===== src/rtl/stripes_serial_ctrl_if.sv =====
// Job handshake and datapath-control bundle between the serial inner-product
// controller (slave) and its job issuer / datapath (master).
interface stripes_serial_ctrl_if #(
  parameter int BW = 16
);
  logic          i_start;
  logic          o_ready;
  logic [4:0]    i_precision;
  logic          i_max;
  logic [BW-1:0] i_num_bricks;
  logic          o_nb_rd_en;
  logic [3:0]    o_bit_idx;
  logic [BW-1:0] o_brick_idx;
  logic          o_first_cycle;
  logic          o_acc_first;
  logic          o_dp_reset;
  logic          o_max;
  logic [4:0]    o_precision;
  logic          o_wr_en;
  logic          o_done;

  modport master (
    output i_start, i_precision, i_max, i_num_bricks,
    input  o_ready, o_nb_rd_en, o_bit_idx, o_brick_idx, o_first_cycle,
           o_acc_first, o_dp_reset, o_max, o_precision, o_wr_en, o_done
  );

  modport slave (
    input  i_start, i_precision, i_max, i_num_bricks,
    output o_ready, o_nb_rd_en, o_bit_idx, o_brick_idx, o_first_cycle,
           o_acc_first, o_dp_reset, o_max, o_precision, o_wr_en, o_done
  );
endinterface


===== src/rtl/stripes_serial_ctrl.sv =====
// Bit-serial brick sequencer: streams P neuron bits MSB-first per brick, drains
// the adder-tree pipeline, writes one result per brick, then signals done.
module stripes_serial_ctrl #(
  parameter int N        = 16,
  parameter int PIPE_LAT = 1,
  parameter int BW       = 16
) (
  input  logic                   clk,
  input  logic                   reset,
  stripes_serial_ctrl_if.slave   bus
);

  localparam int DW = (PIPE_LAT < 1) ? 1 : $clog2(PIPE_LAT + 1);

  typedef enum logic [2:0] {S_IDLE, S_STREAM, S_DRAIN, S_WRITE, S_DONE} state_e;

  state_e        state_q, state_d;
  logic [3:0]    bit_q, bit_d;
  logic [BW-1:0] brick_q, brick_d;
  logic [BW-1:0] k_q, k_d;
  logic [DW-1:0] drain_q, drain_d;
  logic          max_q, max_d;
  logic [4:0]    prec_q, prec_d;
  logic [4:0]    eff_p;

  // Precision outside 1..N means "full width".
  assign eff_p = (bus.i_precision == 5'd0 || bus.i_precision > 5'(N)) ? 5'(N) : bus.i_precision;

  // NOTE: sequential state uses non-blocking assignments so every register
  // samples the pre-edge value of its peers.
  always_ff @(posedge clk) begin
    if (reset) begin
      state_q <= S_IDLE;
      bit_q   <= '0;
      brick_q <= '0;
      k_q     <= '0;
      drain_q <= '0;
      max_q   <= 1'b0;
      prec_q  <= 5'(N);
    end else begin
      state_q <= state_d;
      bit_q   <= bit_d;
      brick_q <= brick_d;
      k_q     <= k_d;
      drain_q <= drain_d;
      max_q   <= max_d;
      prec_q  <= prec_d;
    end
  end

  // NOTE: every signal gets a default before the case so no path leaves one
  // unassigned, which would otherwise infer a latch.
  always_comb begin
    state_d = state_q;
    bit_d   = bit_q;
    brick_d = brick_q;
    k_d     = k_q;
    drain_d = drain_q;
    max_d   = max_q;
    prec_d  = prec_q;
    unique case (state_q)
      S_IDLE: begin
        if (bus.i_start) begin
          max_d   = bus.i_max;
          prec_d  = eff_p;
          k_d     = bus.i_num_bricks;
          bit_d   = 4'(eff_p - 5'd1);
          brick_d = '0;
          drain_d = '0;
          state_d = (bus.i_num_bricks == '0) ? S_DONE : S_STREAM;
        end
      end
      S_STREAM: begin
        if (bit_q == 4'd0) begin
          drain_d = DW'(PIPE_LAT);
          state_d = S_DRAIN;
        end else begin
          bit_d = bit_q - 4'd1;
        end
      end
      S_DRAIN: begin
        if (drain_q == '0) state_d = S_WRITE;
        else               drain_d = drain_q - DW'(1);
      end
      S_WRITE: begin
        // Compare against K-1 rather than incrementing first, so K = 2^BW-1 never wraps.
        if (brick_q == k_q - BW'(1)) begin
          state_d = S_DONE;
        end else begin
          brick_d = brick_q + BW'(1);
          bit_d   = 4'(prec_q - 5'd1);
          state_d = S_STREAM;
        end
      end
      S_DONE:  state_d = S_IDLE;
      default: state_d = S_IDLE;
    endcase
  end

  assign bus.o_ready       = (state_q == S_IDLE);
  assign bus.o_dp_reset    = (state_q == S_IDLE);
  assign bus.o_nb_rd_en    = (state_q == S_STREAM);
  assign bus.o_bit_idx     = bit_q;
  assign bus.o_brick_idx   = brick_q;
  assign bus.o_first_cycle = (state_q == S_STREAM) && (bit_q == 4'(prec_q - 5'd1));
  assign bus.o_wr_en       = (state_q == S_WRITE);
  assign bus.o_done        = (state_q == S_DONE);
  assign bus.o_max         = max_q;
  assign bus.o_precision   = prec_q;

  // The accumulator sees the MSB flag aligned with the adder-tree output.
  generate
    if (PIPE_LAT == 0) begin : g_no_pipe
      assign bus.o_acc_first = bus.o_first_cycle;
    end else begin : g_pipe
      logic [PIPE_LAT-1:0] acc_pipe_q;
      always_ff @(posedge clk) begin
        if (reset) acc_pipe_q <= '0;
        else       acc_pipe_q <= (acc_pipe_q << 1) | PIPE_LAT'(bus.o_first_cycle);
      end
      assign bus.o_acc_first = acc_pipe_q[PIPE_LAT-1];
    end
  endgenerate

endmodule


===== src/flat_wrapper.sv =====
// flat-port wrapper written by rule: the top's interface ports become plain ports
module stripes_serial_ctrl_flat 
#(
  parameter int N        = 16,
  parameter int PIPE_LAT = 1,
  parameter int BW       = 16
)
  (clk, reset, bus_i_start, bus_i_precision, bus_i_max, bus_i_num_bricks, bus_o_ready, bus_o_nb_rd_en, bus_o_bit_idx, bus_o_brick_idx, bus_o_first_cycle, bus_o_acc_first, bus_o_dp_reset, bus_o_max, bus_o_precision, bus_o_wr_en, bus_o_done);
  stripes_serial_ctrl_if #(.BW(BW)) bus_i ();
  input  logic clk;
  input  logic reset;
  input wire logic [$bits(bus_i.i_start)-1:0] bus_i_start;
  input wire logic [$bits(bus_i.i_precision)-1:0] bus_i_precision;
  input wire logic [$bits(bus_i.i_max)-1:0] bus_i_max;
  input wire logic [$bits(bus_i.i_num_bricks)-1:0] bus_i_num_bricks;
  output wire logic [$bits(bus_i.o_ready)-1:0] bus_o_ready;
  output wire logic [$bits(bus_i.o_nb_rd_en)-1:0] bus_o_nb_rd_en;
  output wire logic [$bits(bus_i.o_bit_idx)-1:0] bus_o_bit_idx;
  output wire logic [$bits(bus_i.o_brick_idx)-1:0] bus_o_brick_idx;
  output wire logic [$bits(bus_i.o_first_cycle)-1:0] bus_o_first_cycle;
  output wire logic [$bits(bus_i.o_acc_first)-1:0] bus_o_acc_first;
  output wire logic [$bits(bus_i.o_dp_reset)-1:0] bus_o_dp_reset;
  output wire logic [$bits(bus_i.o_max)-1:0] bus_o_max;
  output wire logic [$bits(bus_i.o_precision)-1:0] bus_o_precision;
  output wire logic [$bits(bus_i.o_wr_en)-1:0] bus_o_wr_en;
  output wire logic [$bits(bus_i.o_done)-1:0] bus_o_done;
  assign bus_i.i_start = bus_i_start;
  assign bus_i.i_precision = bus_i_precision;
  assign bus_i.i_max = bus_i_max;
  assign bus_i.i_num_bricks = bus_i_num_bricks;
  assign bus_o_ready = bus_i.o_ready;
  assign bus_o_nb_rd_en = bus_i.o_nb_rd_en;
  assign bus_o_bit_idx = bus_i.o_bit_idx;
  assign bus_o_brick_idx = bus_i.o_brick_idx;
  assign bus_o_first_cycle = bus_i.o_first_cycle;
  assign bus_o_acc_first = bus_i.o_acc_first;
  assign bus_o_dp_reset = bus_i.o_dp_reset;
  assign bus_o_max = bus_i.o_max;
  assign bus_o_precision = bus_i.o_precision;
  assign bus_o_wr_en = bus_i.o_wr_en;
  assign bus_o_done = bus_i.o_done;
  stripes_serial_ctrl #(.N(N), .PIPE_LAT(PIPE_LAT), .BW(BW)) u_core (.clk(clk), .reset(reset), .bus(bus_i));
endmodule

===== config.mk =====
export PLATFORM = sky130hd
export DESIGN_NAME = stripes_serial_ctrl_flat
export DESIGN_NICKNAME = d
export VERILOG_FILES = /design/src/rtl/stripes_serial_ctrl_if.sv /design/src/rtl/stripes_serial_ctrl.sv /design/src/flat_wrapper.sv
export SDC_FILE = /design/constraint.sdc
export NUM_CORES = 1
export LEC_CHECK = 0
export CORE_AREA = 2 2 79 81
export DETAILED_ROUTE_END_ITERATION = 10
export DIE_AREA = 0 0 81 83
export GPL_ROUTABILITY_DRIVEN = 0
export HOLD_SLACK_MARGIN = 0.06
export PLACE_DENSITY = 0.78
export SYNTH_ARGS = -nofsm -noshare
export SYNTH_HDL_FRONTEND = slang
export SYNTH_SLANG_ARGS = --single-unit

===== constraint.sdc =====
create_clock -name clk -period 3.9 [get_ports clk]
set_clock_uncertainty 0.05 [all_clocks]
set_input_delay 0.78 -clock clk [delete_from_list [all_inputs] [get_ports clk]]
set_output_delay 0.78 -clock clk [all_outputs]
set_load 0.01 [all_outputs]

==> flow_metrics.env <==
export IMPL_drc_errors=0
export IMPL_final_cell_mix="clkdlybuf4s50_1 (57), nand2_1 (53), dfxtp_1 (47)"
export IMPL_syn_cell_area_um2=2955
export IMPL_cts_setup_buffers=0
export IMPL_hp_start="u_core.bus.o_max$_SDFFE_PP0P_"
export IMPL_powerDensity_nw_per_um2=435.6
export IMPL_drt_iter0_markers=173
export IMPL_crit_path_start_kind="register"
export IMPL_routed_wl_mm=7.561
export IMPL_htreeDepth=2
export IMPL_slowest_delay_ns=0.57
export IMPL_rr_startpoint="u_core.k_q[0]$_SDFFE_PP0P_"
export IMPL_drive_gt1_share_pct=7.109
export IMPL_hpwl_mm=5.665
export IMPL_synth_seq_cells=47
export IMPL_vias=2860
export IMPL_hold_class="register to register"
export IMPL_clk_latency_ns=0.31
export IMPL_die_h_um=83
export IMPL_holdWs_ns=0.4187
export IMPL_r2r_slack_ns=0.67
export IMPL_io_buffers=57
export IMPL_fmax_mhz=309.7
export IMPL_grt_pass1_vias=2641
export IMPL_maxSlewHeadroom_pct=63.59
export IMPL_critPathKind="register to register"
export IMPL_syn_nets=403
export IMPL_switching_share_pct=38.78
export IMPL_netlist_instances=373
export IMPL_clockRootBuffer="clkbuf_8"
export IMPL_holdPathStages=2
export IMPL_cp_max_fo=10
export IMPL_coreArea_um2=5816
export IMPL_cts_hold_buf=0
export IMPL_firstDrtPassIters=4
export IMPL_crit_required_ns=4.08
export IMPL_wl_per_cell_um=15.21
export IMPL_intPower_w=0.0009769
export IMPL_final_common_cell="clkdlybuf4s50_1"
export IMPL_ant_nets=0
export IMPL_slowest_stage="or4b_1"
export IMPL_setup_viol=0
export IMPL_start_util_pct=50.82
export IMPL_ys_seq_area_share_pct=31.84
export IMPL_r2r_end="u_core.bus.o_brick_idx[12]$_SDFFE_PP0P_"
export IMPL_post_route_period_util_pct=82.78
export IMPL_cp_cell_sequence="inv_1 -> ha_1 -> or4b_1 -> o41ai_1 -> xnor2_1 -> o32ai_2 -> and4_1 -> a211oi_2 -> a21bo_1 -> a21oi_1"
export IMPL_power_net_switching_w=0.0006190
export IMPL_fp_row_count=28
export IMPL_clock_sinks=47
export IMPL_syn_to_final_growth_pct=23.96
export IMPL_yosys_cell_types_count=62
export IMPL_clkTransAtPathRegs_ns=0.10
export IMPL_grt_setup_unrepaired="no"
export IMPL_power_frac_clock_pct=19.8
export IMPL_grt_overflow_total=0
export IMPL_antenna_found_initial=0
export IMPL_antennaDiodeCount=0
export IMPL_worst_slew_pin_slew_ns=0.5462
export IMPL_p_comb_share_pct=40.7
export IMPL_min_to="u_core.bus.o_max$_SDFFE_PP0P_"
export IMPL_crit_path_end_kind="register"
export IMPL_ff2ff_path_depth=10
export IMPL_grt_usage_pct=22.88
export IMPL_fin_setup_tns_ns=0
export IMPL_final_hold_violation_count=0
export IMPL_synth_flop_cell="dfxtp_1"
export IMPL_die_area_um2=6723
export IMPL_ir_drop_mv=0.3153
export IMPL_die_x_um=81
export IMPL_leakagePower_nw=1.345
export IMPL_min_period_ns=3.228
export IMPL_cts_resized=0
export IMPL_io_pins=58
export IMPL_arrival_ns=3.41
export IMPL_p_seq_share_pct=39.4
export IMPL_synth_async_reset_ratio_pct=0
export IMPL_yosys_warnings=0
export IMPL_outcome="completed"
export IMPL_grt_pass1_wl_mm=12.39
export IMPL_avgSynthCellArea_um2=7.923
export IMPL_cts_tree="yes"
export IMPL_drv_slew=0
export IMPL_cts_buffers=5
export IMPL_grt_max_degree=34
export IMPL_vias_per_cell=5.755
export IMPL_clockBufferDepth=2
export IMPL_drv_max_cap_violation_count=0
export IMPL_cp_startpoint="u_core.k_q[0]$_SDFFE_PP0P_"
export IMPL_final_nets=451
export IMPL_synth_edf_count=0
worst max-delay path by stage:
| stage | cells after the start | slack [ns] | end |
|---|---|---|---|
| after floorplan | 13 | 0.90 | u_core.bus.o_brick_idx[7]$_SDFFE_PP0P_ |
| after global placement | 10 | 0.72 | u_core.bus.o_bit_idx[2]$_SDFFE_PP0P_ |
| after detailed placement | 10 | 0.67 | u_core.bus.o_bit_idx[2]$_SDFFE_PP0P_ |
| after CTS | 10 | 0.68 | u_core.bus.o_brick_idx[12]$_SDFFE_PP0P_ |
| after global routing | 10 | 0.47 | u_core.bus.o_brick_idx[14]$_SDFFE_PP0P_ |
| final | 10 | 0.67 | u_core.bus.o_brick_idx[12]$_SDFFE_PP0P_ |
registers in the layout (all words and copies together) (netlist names):
register	count
u_core.bus.o_bit_idx	4
u_core.bus.o_acc_first	1
u_core.bus.o_brick_idx	16
u_core.bus.o_max	1
u_core.state_q	3
u_core.k_q	16
u_core.bus.o_precision	5
u_core.drain_q	1
logic make-up (layout without fill, tap and decap cells):
family          count (synthesis)  count (layout)  share of synthesized area, %
compound gates                 82              82                         19.26
xor+xnor                       34              34                         10.54
fa+ha+maj                       5               5                         2.117
buf+inv                        31              80                         4.530
flops                          47              47                         31.84
mux                             7               7                         2.371
simple gates                  167             167                         29.34
power by group through the flow:
stage	clock network, W	registers, W	logic, W
floorplan	0	0.000610	0.000466
global placement	0	0.000634	0.000627
detailed placement	0	0.000637	0.000645
CTS	0.000321	0.000626	0.000651
global route	0.000336	0.000638	0.000722
finish	0.000317	0.000630	0.000650
final cells by class:
type	count	area, um^2
tap	75	93.84
clock buffer	5	68.82
fill	550	2152
clock inverter	3	25.02
timing repair buffer	63	615.6
inverter	9	33.78
sequential	47	940.9
multi-input combinational	295	1886
synthesized netlist by cell type (4+ instances only):
cell / n / area [um^2]
nand2_1: 53 / 198.9
or3_1: 6 / 37.54
a21oi_1: 37 / 185.2
nor4_1: 8 / 50.05
nand4_1: 4 / 25.02
and3_1: 5 / 31.28
dfxtp_1: 47 / 940.9
xnor2_1: 16 / 140.1
nand2b_1: 4 / 25.02
inv_1: 8 / 30.03
ha_1: 5 / 62.56
clkbuf_1: 14 / 52.55
nor2b_1: 4 / 25.02
xor2_1: 17 / 148.9
o21ai_0: 11 / 55.05
nor3b_1: 11 / 82.58
nor3_1: 7 / 35.03
nand3_1: 7 / 35.03
nor2_1: 37 / 138.9
mux2i_1: 7 / 70.07
o21ai_1: 4 / 20.02
layer usage:
metal / global-route usage, % / vias to the layer above / part of all wire, %
met5: 0 / - / 0
met3: 4.891 / 10 / 6.8
met1: 30.53 / 1335 / 44
li1: - / 1422 / -
met4: 9.707 / 0 / 1.9
met2: 35.31 / 93 / 47
metrics by stage:
stage / instances / power (W) / setup WS (ns) / utilization [%] / area [um^2]
after detailed placement: 489 / 0.001281 / 0.6739 / 61.38 / 3570
after global routing: 497 / 0.001696 / 0.4663 / 62.99 / 3664
after floorplan: 373 / 0.001076 / 0.9019 / - / 2955
final: 497 / 0.001596 / 0.6715 / 62.99 / 3664
after CTS: 497 / 0.001598 / 0.6790 / 62.99 / 3664
after global placement: 489 / 0.001261 / 0.7165 / 61.38 / 3570
worst max-delay path, delay by kind of cell, from the launching register on:
kind	cells	cell delay [ns]
AO/OA/AOI/OAI	5	1.15
flip-flops	1	0.38
AND/OR/NAND/NOR	2	1.03
buffers and inverters	1	0.08
adder cells (fa/ha/maj)	1	0.33
XOR/XNOR	1	0.13
Power figures use the tool's default switching activity.
